===== src/rtl/bus_slot_arbiter_if.sv =====
// Signal bundle between the slot arbiter, its requester channels, the CPU and the shared RAM bus.
// The slave modport is the arbiter's view; master is the view of everything around it.
interface bus_slot_arbiter_if #(
   parameter int NUM_CH     = 2,
   parameter int ADDR_WIDTH = 17,
   parameter int DATA_WIDTH = 8
);
   logic [NUM_CH-1:0]            ch_valid_i;
   logic [NUM_CH-1:0]            ch_rw_n_i;
   logic [NUM_CH*ADDR_WIDTH-1:0] ch_addr_i;
   logic [NUM_CH*DATA_WIDTH-1:0] ch_wr_data_i;
   logic [NUM_CH-1:0]            ch_ready_o;
   logic [DATA_WIDTH-1:0]        ch_rd_data_o;
   logic [NUM_CH-1:0]            gnt_o;
   logic                         cpu_valid_i;
   logic                         clk_cpu_o;
   logic                         cpu_en_o;
   logic                         bus_en_o;
   logic [ADDR_WIDTH-1:0]        bus_addr_o;
   logic                         bus_rw_n_o;
   logic [DATA_WIDTH-1:0]        bus_wr_data_o;
   logic [DATA_WIDTH-1:0]        bus_rd_data_i;
   logic                         ram_oe_no;
   logic                         ram_we_no;

   modport slave (
      input  ch_valid_i, ch_rw_n_i, ch_addr_i, ch_wr_data_i, cpu_valid_i, bus_rd_data_i,
      output ch_ready_o, ch_rd_data_o, gnt_o, clk_cpu_o, cpu_en_o, bus_en_o,
             bus_addr_o, bus_rw_n_o, bus_wr_data_o, ram_oe_no, ram_we_no
   );

   modport master (
      output ch_valid_i, ch_rw_n_i, ch_addr_i, ch_wr_data_i, cpu_valid_i, bus_rd_data_i,
      input  ch_ready_o, ch_rd_data_o, gnt_o, clk_cpu_o, cpu_en_o, bus_en_o,
             bus_addr_o, bus_rw_n_o, bus_wr_data_o, ram_oe_no, ram_we_no
   );
endinterface


===== src/rtl/bus_slot_arbiter.sv =====
// Time-sliced arbiter for the shared system bus: channel slots granted by fixed priority or
// round robin, one trailing CPU slot per CPU cycle, registered bus strobes and a ready pulse.
module bus_slot_arbiter #(
   parameter int NUM_CH     = 2,
   parameter int ADDR_WIDTH = 17,
   parameter int DATA_WIDTH = 8,
   parameter int CYCLE_LEN  = 16,
   parameter int SLOT_LEN   = 4,
   parameter int MODE       = 1
) (
   input logic              clk_16_i,
   input logic              reset_nai,
   bus_slot_arbiter_if.slave io
);
   localparam int PHASE_W = $clog2(CYCLE_LEN);
   localparam int SUB_W   = $clog2(SLOT_LEN);
   localparam int SLOT_W  = PHASE_W - SUB_W;
   localparam int CH_W    = (NUM_CH > 1) ? $clog2(NUM_CH) : 1;
   localparam logic [SLOT_W-1:0] CPU_SLOT   = SLOT_W'(CYCLE_LEN / SLOT_LEN - 1);
   localparam logic [SUB_W-1:0]  LAST_SUB   = SUB_W'(SLOT_LEN - 1);
   localparam logic [SUB_W-1:0]  PENULT_SUB = SUB_W'(SLOT_LEN - 2);

   typedef enum logic [1:0] {SLOT_IDLE, SLOT_READ, SLOT_WRITE} slot_state_t;

   slot_state_t           state;
   logic [PHASE_W-1:0]    phase;
   logic [SUB_W-1:0]      sub;
   logic [SLOT_W-1:0]     slot;
   logic                  cpu_slot;
   logic [CH_W-1:0]       rr_ptr;
   logic [CH_W-1:0]       owner;
   logic [CH_W-1:0]       winner;
   logic                  found;
   logic [NUM_CH-1:0]     gnt;
   logic [NUM_CH-1:0]     ready;
   logic [DATA_WIDTH-1:0] rd_data;
   logic                  bus_en;
   logic [ADDR_WIDTH-1:0] addr;
   logic                  rw_n;
   logic [DATA_WIDTH-1:0] wr_data;
   logic                  oe_n;
   logic                  we_n;
   logic [ADDR_WIDTH-1:0] ch_addr    [NUM_CH];
   logic [DATA_WIDTH-1:0] ch_wr_data [NUM_CH];

   for (genvar g = 0; g < NUM_CH; g++) begin : g_unpack
      assign ch_addr[g]    = io.ch_addr_i[g*ADDR_WIDTH +: ADDR_WIDTH];
      assign ch_wr_data[g] = io.ch_wr_data_i[g*DATA_WIDTH +: DATA_WIDTH];
   end

   assign sub      = phase[SUB_W-1:0];
   assign slot     = phase[PHASE_W-1:SUB_W];
   assign cpu_slot = (slot == CPU_SLOT);

   // Round robin searches upward starting just past the last winner, wrapping at NUM_CH.
   always_comb begin
      found  = 1'b0;
      winner = '0;
      for (int k = 1; k <= NUM_CH; k++) begin
         if (!found) begin
            if (MODE == 0) begin
               if (io.ch_valid_i[CH_W'(k - 1)]) begin
                  found  = 1'b1;
                  winner = CH_W'(k - 1);
               end
            end else if (io.ch_valid_i[CH_W'((int'(rr_ptr) + k) % NUM_CH)]) begin
               found  = 1'b1;
               winner = CH_W'((int'(rr_ptr) + k) % NUM_CH);
            end
         end
      end
   end

   always_ff @(posedge clk_16_i or negedge reset_nai) begin
      if (!reset_nai) begin
         phase   <= '0;
         state   <= SLOT_IDLE;
         rr_ptr  <= CH_W'(NUM_CH - 1);
         owner   <= '0;
         gnt     <= '0;
         ready   <= '0;
         rd_data <= '0;
         bus_en  <= 1'b0;
         addr    <= '0;
         rw_n    <= 1'b1;
         wr_data <= '0;
         oe_n    <= 1'b1;
         we_n    <= 1'b1;
      end else begin
         phase <= phase + 1'b1;
         ready <= '0;
         if (!cpu_slot && sub == '0) begin
            if (found) begin
               state   <= io.ch_rw_n_i[winner] ? SLOT_READ : SLOT_WRITE;
               owner   <= winner;
               gnt     <= NUM_CH'(1) << winner;
               bus_en  <= 1'b1;
               addr    <= ch_addr[winner];
               rw_n    <= io.ch_rw_n_i[winner];
               wr_data <= ch_wr_data[winner];
               oe_n    <= ~io.ch_rw_n_i[winner];
               we_n    <= io.ch_rw_n_i[winner];
               if (MODE != 0) begin
                  rr_ptr <= winner;
               end
            end
         end else if (state != SLOT_IDLE) begin
            // WE rises one tick early so address and data are still held across its rising edge.
            if (sub == PENULT_SUB) begin
               we_n         <= 1'b1;
               ready[owner] <= 1'b1;
               if (state == SLOT_READ) begin
                  rd_data <= io.bus_rd_data_i;
               end
            end
            if (sub == LAST_SUB) begin
               state   <= SLOT_IDLE;
               gnt     <= '0;
               bus_en  <= 1'b0;
               addr    <= '0;
               rw_n    <= 1'b1;
               wr_data <= '0;
               oe_n    <= 1'b1;
               we_n    <= 1'b1;
            end
         end
      end
   end

   assign io.gnt_o         = gnt;
   assign io.ch_ready_o    = ready;
   assign io.ch_rd_data_o  = rd_data;
   assign io.bus_en_o      = bus_en;
   assign io.bus_addr_o    = addr;
   assign io.bus_rw_n_o    = rw_n;
   assign io.bus_wr_data_o = wr_data;
   assign io.ram_oe_no     = oe_n;
   assign io.ram_we_no     = we_n;
   assign io.clk_cpu_o     = phase[PHASE_W-1];
   assign io.cpu_en_o      = cpu_slot & io.cpu_valid_i;
endmodule

===== src/flat_wrapper.sv =====
// flat-port wrapper written by rule: the top's interface ports become plain ports
module bus_slot_arbiter_flat 
#(
   parameter int NUM_CH     = 2,
   parameter int ADDR_WIDTH = 17,
   parameter int DATA_WIDTH = 8,
   parameter int CYCLE_LEN  = 16,
   parameter int SLOT_LEN   = 4,
   parameter int MODE       = 1
)
  (clk_16_i, reset_nai, io_ch_valid_i, io_ch_rw_n_i, io_ch_addr_i, io_ch_wr_data_i, io_cpu_valid_i, io_bus_rd_data_i, io_ch_ready_o, io_ch_rd_data_o, io_gnt_o, io_clk_cpu_o, io_cpu_en_o, io_bus_en_o, io_bus_addr_o, io_bus_rw_n_o, io_bus_wr_data_o, io_ram_oe_no, io_ram_we_no);
  bus_slot_arbiter_if #(.NUM_CH(NUM_CH), .ADDR_WIDTH(ADDR_WIDTH), .DATA_WIDTH(DATA_WIDTH)) io_i ();
  input logic clk_16_i;
  input logic reset_nai;
  input wire logic [$bits(io_i.ch_valid_i)-1:0] io_ch_valid_i;
  input wire logic [$bits(io_i.ch_rw_n_i)-1:0] io_ch_rw_n_i;
  input wire logic [$bits(io_i.ch_addr_i)-1:0] io_ch_addr_i;
  input wire logic [$bits(io_i.ch_wr_data_i)-1:0] io_ch_wr_data_i;
  input wire logic [$bits(io_i.cpu_valid_i)-1:0] io_cpu_valid_i;
  input wire logic [$bits(io_i.bus_rd_data_i)-1:0] io_bus_rd_data_i;
  output wire logic [$bits(io_i.ch_ready_o)-1:0] io_ch_ready_o;
  output wire logic [$bits(io_i.ch_rd_data_o)-1:0] io_ch_rd_data_o;
  output wire logic [$bits(io_i.gnt_o)-1:0] io_gnt_o;
  output wire logic [$bits(io_i.clk_cpu_o)-1:0] io_clk_cpu_o;
  output wire logic [$bits(io_i.cpu_en_o)-1:0] io_cpu_en_o;
  output wire logic [$bits(io_i.bus_en_o)-1:0] io_bus_en_o;
  output wire logic [$bits(io_i.bus_addr_o)-1:0] io_bus_addr_o;
  output wire logic [$bits(io_i.bus_rw_n_o)-1:0] io_bus_rw_n_o;
  output wire logic [$bits(io_i.bus_wr_data_o)-1:0] io_bus_wr_data_o;
  output wire logic [$bits(io_i.ram_oe_no)-1:0] io_ram_oe_no;
  output wire logic [$bits(io_i.ram_we_no)-1:0] io_ram_we_no;
  assign io_i.ch_valid_i = io_ch_valid_i;
  assign io_i.ch_rw_n_i = io_ch_rw_n_i;
  assign io_i.ch_addr_i = io_ch_addr_i;
  assign io_i.ch_wr_data_i = io_ch_wr_data_i;
  assign io_i.cpu_valid_i = io_cpu_valid_i;
  assign io_i.bus_rd_data_i = io_bus_rd_data_i;
  assign io_ch_ready_o = io_i.ch_ready_o;
  assign io_ch_rd_data_o = io_i.ch_rd_data_o;
  assign io_gnt_o = io_i.gnt_o;
  assign io_clk_cpu_o = io_i.clk_cpu_o;
  assign io_cpu_en_o = io_i.cpu_en_o;
  assign io_bus_en_o = io_i.bus_en_o;
  assign io_bus_addr_o = io_i.bus_addr_o;
  assign io_bus_rw_n_o = io_i.bus_rw_n_o;
  assign io_bus_wr_data_o = io_i.bus_wr_data_o;
  assign io_ram_oe_no = io_i.ram_oe_no;
  assign io_ram_we_no = io_i.ram_we_no;
  bus_slot_arbiter #(.NUM_CH(NUM_CH), .ADDR_WIDTH(ADDR_WIDTH), .DATA_WIDTH(DATA_WIDTH), .CYCLE_LEN(CYCLE_LEN), .SLOT_LEN(SLOT_LEN), .MODE(MODE)) u_core (.clk_16_i(clk_16_i), .reset_nai(reset_nai), .io(io_i));
endmodule

===== config.mk =====
export PLATFORM = sky130hd
export DESIGN_NAME = bus_slot_arbiter_flat
export DESIGN_NICKNAME = d
export VERILOG_FILES = /design/src/rtl/bus_slot_arbiter_if.sv /design/src/rtl/bus_slot_arbiter.sv /design/src/flat_wrapper.sv
export SDC_FILE = /design/constraint.sdc
export NUM_CORES = 1
export LEC_CHECK = 0
export CAP_MARGIN = 20
export CORE_UTILIZATION = 41
export DETAILED_ROUTE_END_ITERATION = 10
export PLACE_DENSITY = 0.81
export SLEW_MARGIN = 20
export SYNTH_ARGS = -nofsm -noshare
export SYNTH_HDL_FRONTEND = slang
export SYNTH_SLANG_ARGS = --single-unit
export TNS_END_PERCENT = 50

===== constraint.sdc =====
create_clock -name clk_16_i -period 1.93 [get_ports clk_16_i]
set_input_delay 0.4825 -clock clk_16_i [delete_from_list [all_inputs] [get_ports clk_16_i]]
set_output_delay 0.4825 -clock clk_16_i [all_outputs]
set_load 0.01 [all_outputs]

# [After elaboration in Yosys (flattened, before gate mapping)]
# Index checks and enable logic that the tools add are counted.
[totals] ff_bits=49 latch_bits=0 mem_bits_rw=0 rom_bits=0 in_bits=65 elab_cells=96 n_memories=0
[classes] n_addsub=3 mul=0 div=0 n_lt_le_gt_ge=6 n_eq_ne=5 shift=1 muxes=52 bitwise=4 n_reduce_logical=12
[op_table] op="two-way mux 17 bit" n=7
[op_table] op="two-way mux 8 bit" n=7
[op_table] op="two-way mux 1 bit" n=27
[op_table] op="two-way mux 2 bit" n=10
[op_table] op="== test 2 bit, second input constant" n=3
[op_table] op="less-than comparator 1 x 3 -> 1 bit, second input constant" n=2
[op_table] op="AND reduction 3 bit" n=2
[op_table] op="nonzero test 2 bit" n=3
[op_table] op="adder 4 x 1 -> 4 bit, second input constant" n=1
[op_table] op="less-than comparator 1 x 2 -> 1 bit, second input constant" n=2
[op_table] op="AND reduction 4 bit" n=1
[op_table] op="nonzero test 3 bit" n=1
[op_table] op="adder 1 bit, second input constant" n=2
[op_table] op="== test 2 x 1 -> 1 bit, second input constant" n=1
[op_table] op="greater-or-equal comparator 2 bit, second input constant" n=1
[op_table] op="logical AND 1 bit" n=2
[op_table] op="logical NOT 2 bit" n=1
[op_table] op="inequality test 2 x 1 -> 1 bit, second input constant" n=1
[op_table] op="inverter 1 bit" n=2
[op_table] op="inverter 1 -> 2 bit" n=1
[op_table] op="AND reduction 2 bit" n=1
[op_table] op="<< shifter 1 x 1 -> 2 bit, first input constant" n=1
[op_table] op="AND 1 bit" n=1
[op_table] op="demux 1 bit (select 1 bit)" n=1
[op_table] op="2 further kinds" n=2

# [Depth between registers and ports, before layout]
# Gate-level depths: netlist (run 1).
[depth] word_depth=13 depth_mapped=7 ltp_nobuf=5

# [Worst setup path after synthesis (run 1)]
# OpenSTA, ideal clock, no wires.
[synth_timing] kind="register to register" start="register u_core.phase[0]" end="register u_core.rd_data[0] (netlist: u_core.io.ch_rd_data_o[0])" setup_time_ns=0.125 arrival_ns=1.448 required_time_ns=1.805 setup_slack_ns=0.357 stages_incl_launch_ff=6 n_path_buf=0 synth_period_minus_slack_ns=1.573 cell_sequence="dfrtp_1 -> inv_1 -> ha_1 -> a21boi_4 -> nor3_4 -> mux2_2"
[synth_between] elab_chain_len=4 elab_cells_between_ends=5 classes_between="eq/ne (1); bitwise (1); reduce/logical (3)"
[synth_lines] element="start: declaration" line_no="bus_slot_arbiter.sv:26" text="logic [PHASE_W-1:0] phase;"
[synth_lines] element="start signal: assignment" line_no="bus_slot_arbiter.sv:90" text="phase <= phase + 1'b1;"
[synth_lines] element="logical NOT 2 bit" line_no="bus_slot_arbiter.sv:92" text="if (!cpu_slot && sub == '0) begin"
[synth_lines] element="logical AND 1 bit" line_no="bus_slot_arbiter.sv:92"
[synth_lines] element="inverter 1 bit (no source line)"
[synth_lines] element="AND reduction 4 bit (no source line) *"
[synth_lines] element="end signal: assignment" line_no="bus_slot_arbiter.sv:113" text="rd_data <= io.bus_rd_data_i;"
[synth_lines] element="end: declaration" line_no="bus_slot_arbiter.sv:36" text="logic [DATA_WIDTH-1:0] rd_data;"
# Mark *: on every way between the ends. The rest lies on a longest branch, timed or not.
# A chain may end at the register's enable or synchronous reset.

# [Final worst setup path (run 1)]
[layout_timing] start="register u_core.oe_n (netlist: u_core.io.ram_oe_no)" end="output io_ram_oe_no"
[layout_lines] element="start: declaration" line_no="bus_slot_arbiter.sv:41" text="logic oe_n;"
[layout_lines] element="start signal: assignment" line_no="bus_slot_arbiter.sv:101" text="oe_n <= ~io.ch_rw_n_i[winner];"
[layout_lines] element="end: declaration" line_no="flat_wrapper.sv:30" text="output wire logic [$bits(io_i.ram_oe_no)-1:0] io_ram_oe_no;"
# No word-level cell between the ends.

==> summary.txt, run 1 <==
Drt
  – Antenna-violating nets left: 0
  – DRC viols: 0
  – Total number of vias: 1912
  – Routed wire per std cell: 14.9 um
  – WL final: 5.50 mm
  – Drt pass-1 iters: 4
  – Starting DRT DRC Count: 93
  – Vias per inst: 5.17

Synthesis
  – Synth Net Count: 257
  – #FFs+latches synth: 49
  – Unique masters post-synth: 32
  – Ys Warns: 0
  – Cells after Synth: 189
  – Area of the mapped netlist: 0.00226 mm2
  – Syn Area/Cell: 11.9 um2
  – Post-synthesis sequential area ratio: 54.6%

Critical path
  – Setup crit start kind: flop
  – CP Max Fanout: 2
  – Crit path from: u_core.io.ram_oe_no
  – Buffers & Inverters on Critical Path: 1
  – Worst Path Required: 1450 ps
  – Slowest-stage cell, CP: dfstp_2
  – Slack of the worst reg-to-reg path: 170 ps
  – Crit-path max cell delay: 540 ps
  – WS Path Type: flop to primary output
  – R2R Path Start: u_core.phase[0]
  – Critical path's top delay family: flip-flops
  – Critical Path AT: 1370 ps
  – Endpoint type of the worst setup path: primary output
  – Cells along the critical path: clkdlybuf4s50_1

CTS
  – Hold-fix buffers, CTS: 0
  – H-tree levels: 2
  – CTS Buf Count: 5
  – Num Clock Sinks: 49
  – Root Driver: clkbuf_8
  – Worst-path clk slew: 90 ps
  – TritonCTS clock tree: built
  – Clk Latency, worst-skew pair: 290 ps
  – Clk buf depth: 2

Timing
  – Final worst path period share: 95.9%
  – Clk_skew: 4.48 ps
  – Total negative slack: 0 ps
  – Worst Max-Slew Pin Slew: 472 ps
  – Pins Over Slew Limit: 0
  – Final setup viols: 0
  – Final worst path period need: 1850 ps
  – Fmax: 541 MHz
  – RSZ-0062 raised after global routing: no
  – Relative slew slack: 68.5%
  – Final hold vios: 0

Final layout
  – Antenna diodes: 0
  – Share of cells above drive strength 1: 13.3%
  – Post-route cell area: 0.00353 mm2
  – P&R area growth vs syn: 56.3%
  – Total Nets Final: 367

Global routing
  – Global-route wire length before repair: 9.05 mm
  – Total grt overflow: 0
  – Initial antenna violation count: 0
  – Vias in the first global route: 1873
  – Gr usage total: 19.5%
  – Largest net degree at the start of global routing: 32

Flow run
  – Max Cap Violations: 0

Floorplan
  – I/O pins: 108
  – Num rows: 26
  – Die Area: 0.00580 mm2
  – Die height: 76.2 um
  – Initial cell density of the core: 43.3%
  – Die Wd: 76.2 um
  – Core Box Area: 0.00520 mm2

Power
  – PD cells: 913 mW/mm2
  – Worst vdd ir: 0.000494 V
  – Pleak: 1.57 nW
  – Tot Pwr: 0.00322 W

Worst hold path
  – HP Class: input pin to async pin

Placed design
  – PortBufs: 106
  – DP Area: 0.00343 mm2
  – DP HPWL: 4.12 mm
  – Gp weighted congestion: 0.749

Outcome
  – Status: finished, final reports clean
-- metal layers --
layer  routed length (um)  global-route usage [%]  share of wire [%]
met2                 2670                    32.2                 49
met5                    0                       0                  0
met1                 2340                    25.5                 43
met4                   70                    4.62                1.3
met3                  415                    5.27                7.6
-- path summary, 6_finish.rpt --
path	endpoint	cells after the start
min reg2reg	u_core.io.ch_ready_o[0]	1
min in group clk_16_i	u_core.io.ch_ready_o[0]	1
max	io_ram_oe_no	1
max in group asynchronous	u_core.io.ram_we_no	2
max reg2reg	u_core.io.bus_wr_data_o[5]	6
min	u_core.io.bus_wr_data_o[4]	1
-- sequential cells by signal (all words and copies together) (netlist names), 2 cells and up --
register and count:
u_core.io.bus_addr_o 17, u_core.io.bus_wr_data_o 8, u_core.io.ch_ready_o 2, u_core.io.ch_rd_data_o 8
u_core.io.gnt_o 2, u_core.state 2, u_core.phase 4
-- cells in the final DEF, fill, tap and decap left out, types with 2 or more instances in the layout --
master	n
inv_1	4
mux2_2	8
and3_1	2
clkbuf_8	7
o22ai_1	26
ha_1	3
dfrtp_1	45
xnor2_1	2
a21oi_1	5
dfstp_2	4
nor2_1	3
o211ai_1	2
mux2i_1	25
nand2_1	2
buf_4	10
clkdlybuf4s50_1	104
o21ai_0	28
buf_12	2
-- per-stage QoR --
step           util [%]  hold WS, ps  cells  worst slack [ps]
2_1_floorplan         -          187    189               357
5_1_grt            67.7          157    370             0.768
3_3_place_gp       65.8          409    362              -156
6_report           67.7          136    370              80.0
3_5_place_dp       65.8          414    362              -161
4_1_cts            67.7          147    370              60.5
-- final cells by class --
class / instances / area, um2
fillers: 404 / 1680
flip-flops and latches: 49 / 1230
repair buffers: 118 / 1170
multi-input cells: 121 / 921
clock buffers: 7 / 96.3
well taps: 70 / 87.6
inverters: 4 / 15.0
clock inverters: 1 / 5.00
-- cell usage after synthesis --
cell       number  area, um2
dfstp_2         4        105
clkbuf_2        2       10.0
nor3_4          1       16.3
dfrtp_1        45       1130
a21bo_2         1       10.0
buf_8           2       30.0
buf_2           4       20.0
a21oi_1         5       25.0
a211o_1         1       8.76
nand2_1         2       7.51
a21boi_4        1       18.8
o22ai_1        26        163
nand3_1         1       5.00
xor2_1          1       8.76
inv_1           4       15.0
o211ai_1        2       15.0
o21ai_0        28        140
mux2_2          8       90.1
a21boi_0        1       7.51
buf_4           2       15.0
nor2b_1         1       6.26
o21a_1          1       7.51
xnor2_1         2       17.5
clkbuf_1        5       18.8
nor2_1          4       15.0
mux2i_1        25        250
nor3_1          1       5.00
a2111oi_4       1       27.5
nand2b_1        2       12.5
and3_1          2       12.5
ha_1            3       37.5
a31o_2          1       8.76
-- what timing repair did --
| item | 4_1_cts | 5_1_grt |
|---|---|---|
| endpoints found under the setup margin | 1 | 0 |
| resized for setup | 1 | 0 |
| buffers inserted | 0 | 0 |
-- cells by family after synthesis --
| kind of cell | after synthesis | share of synthesized area [%] |
|---|---|---|
| xor gates and xnor gates | 3 | 1.16 |
| buffers and inverters | 19 | 4.83 |
| AOI/OAI and AO/OA | 68 | 19.1 |
| adders and majority gates | 3 | 1.66 |
| and+or+nand+nor | 14 | 3.55 |
| muxes | 33 | 15.1 |
| DFF | 49 | 54.6 |
-- power breakdown --
part           switching, W  internal (W)  total (W)
Combinational      0.000440      0.000715    0.00115
Sequential         0.000145       0.00127    0.00142
Clock              0.000321      0.000324   0.000645
Total              0.000906       0.00231    0.00322
(Power assumes the default switching activity.)
==> inputs of run 2 (changes only) <==
--- a/config.mk
+++ b/config.mk
@@ -5,11 +5,10 @@
 export SDC_FILE = /design/constraint.sdc
 export NUM_CORES = 1
 export LEC_CHECK = 0
-export CAP_MARGIN = 20
 export CORE_UTILIZATION = 41
 export DETAILED_ROUTE_END_ITERATION = 10
 export PLACE_DENSITY = 0.81
-export SLEW_MARGIN = 20
+export SLEW_MARGIN = 30
 export SYNTH_ARGS = -nofsm -noshare
 export SYNTH_HDL_FRONTEND = slang
 export SYNTH_SLANG_ARGS = --single-unit
==> results of run 2 <==
Final layout, timing and power as in run 1 (identical DEF).
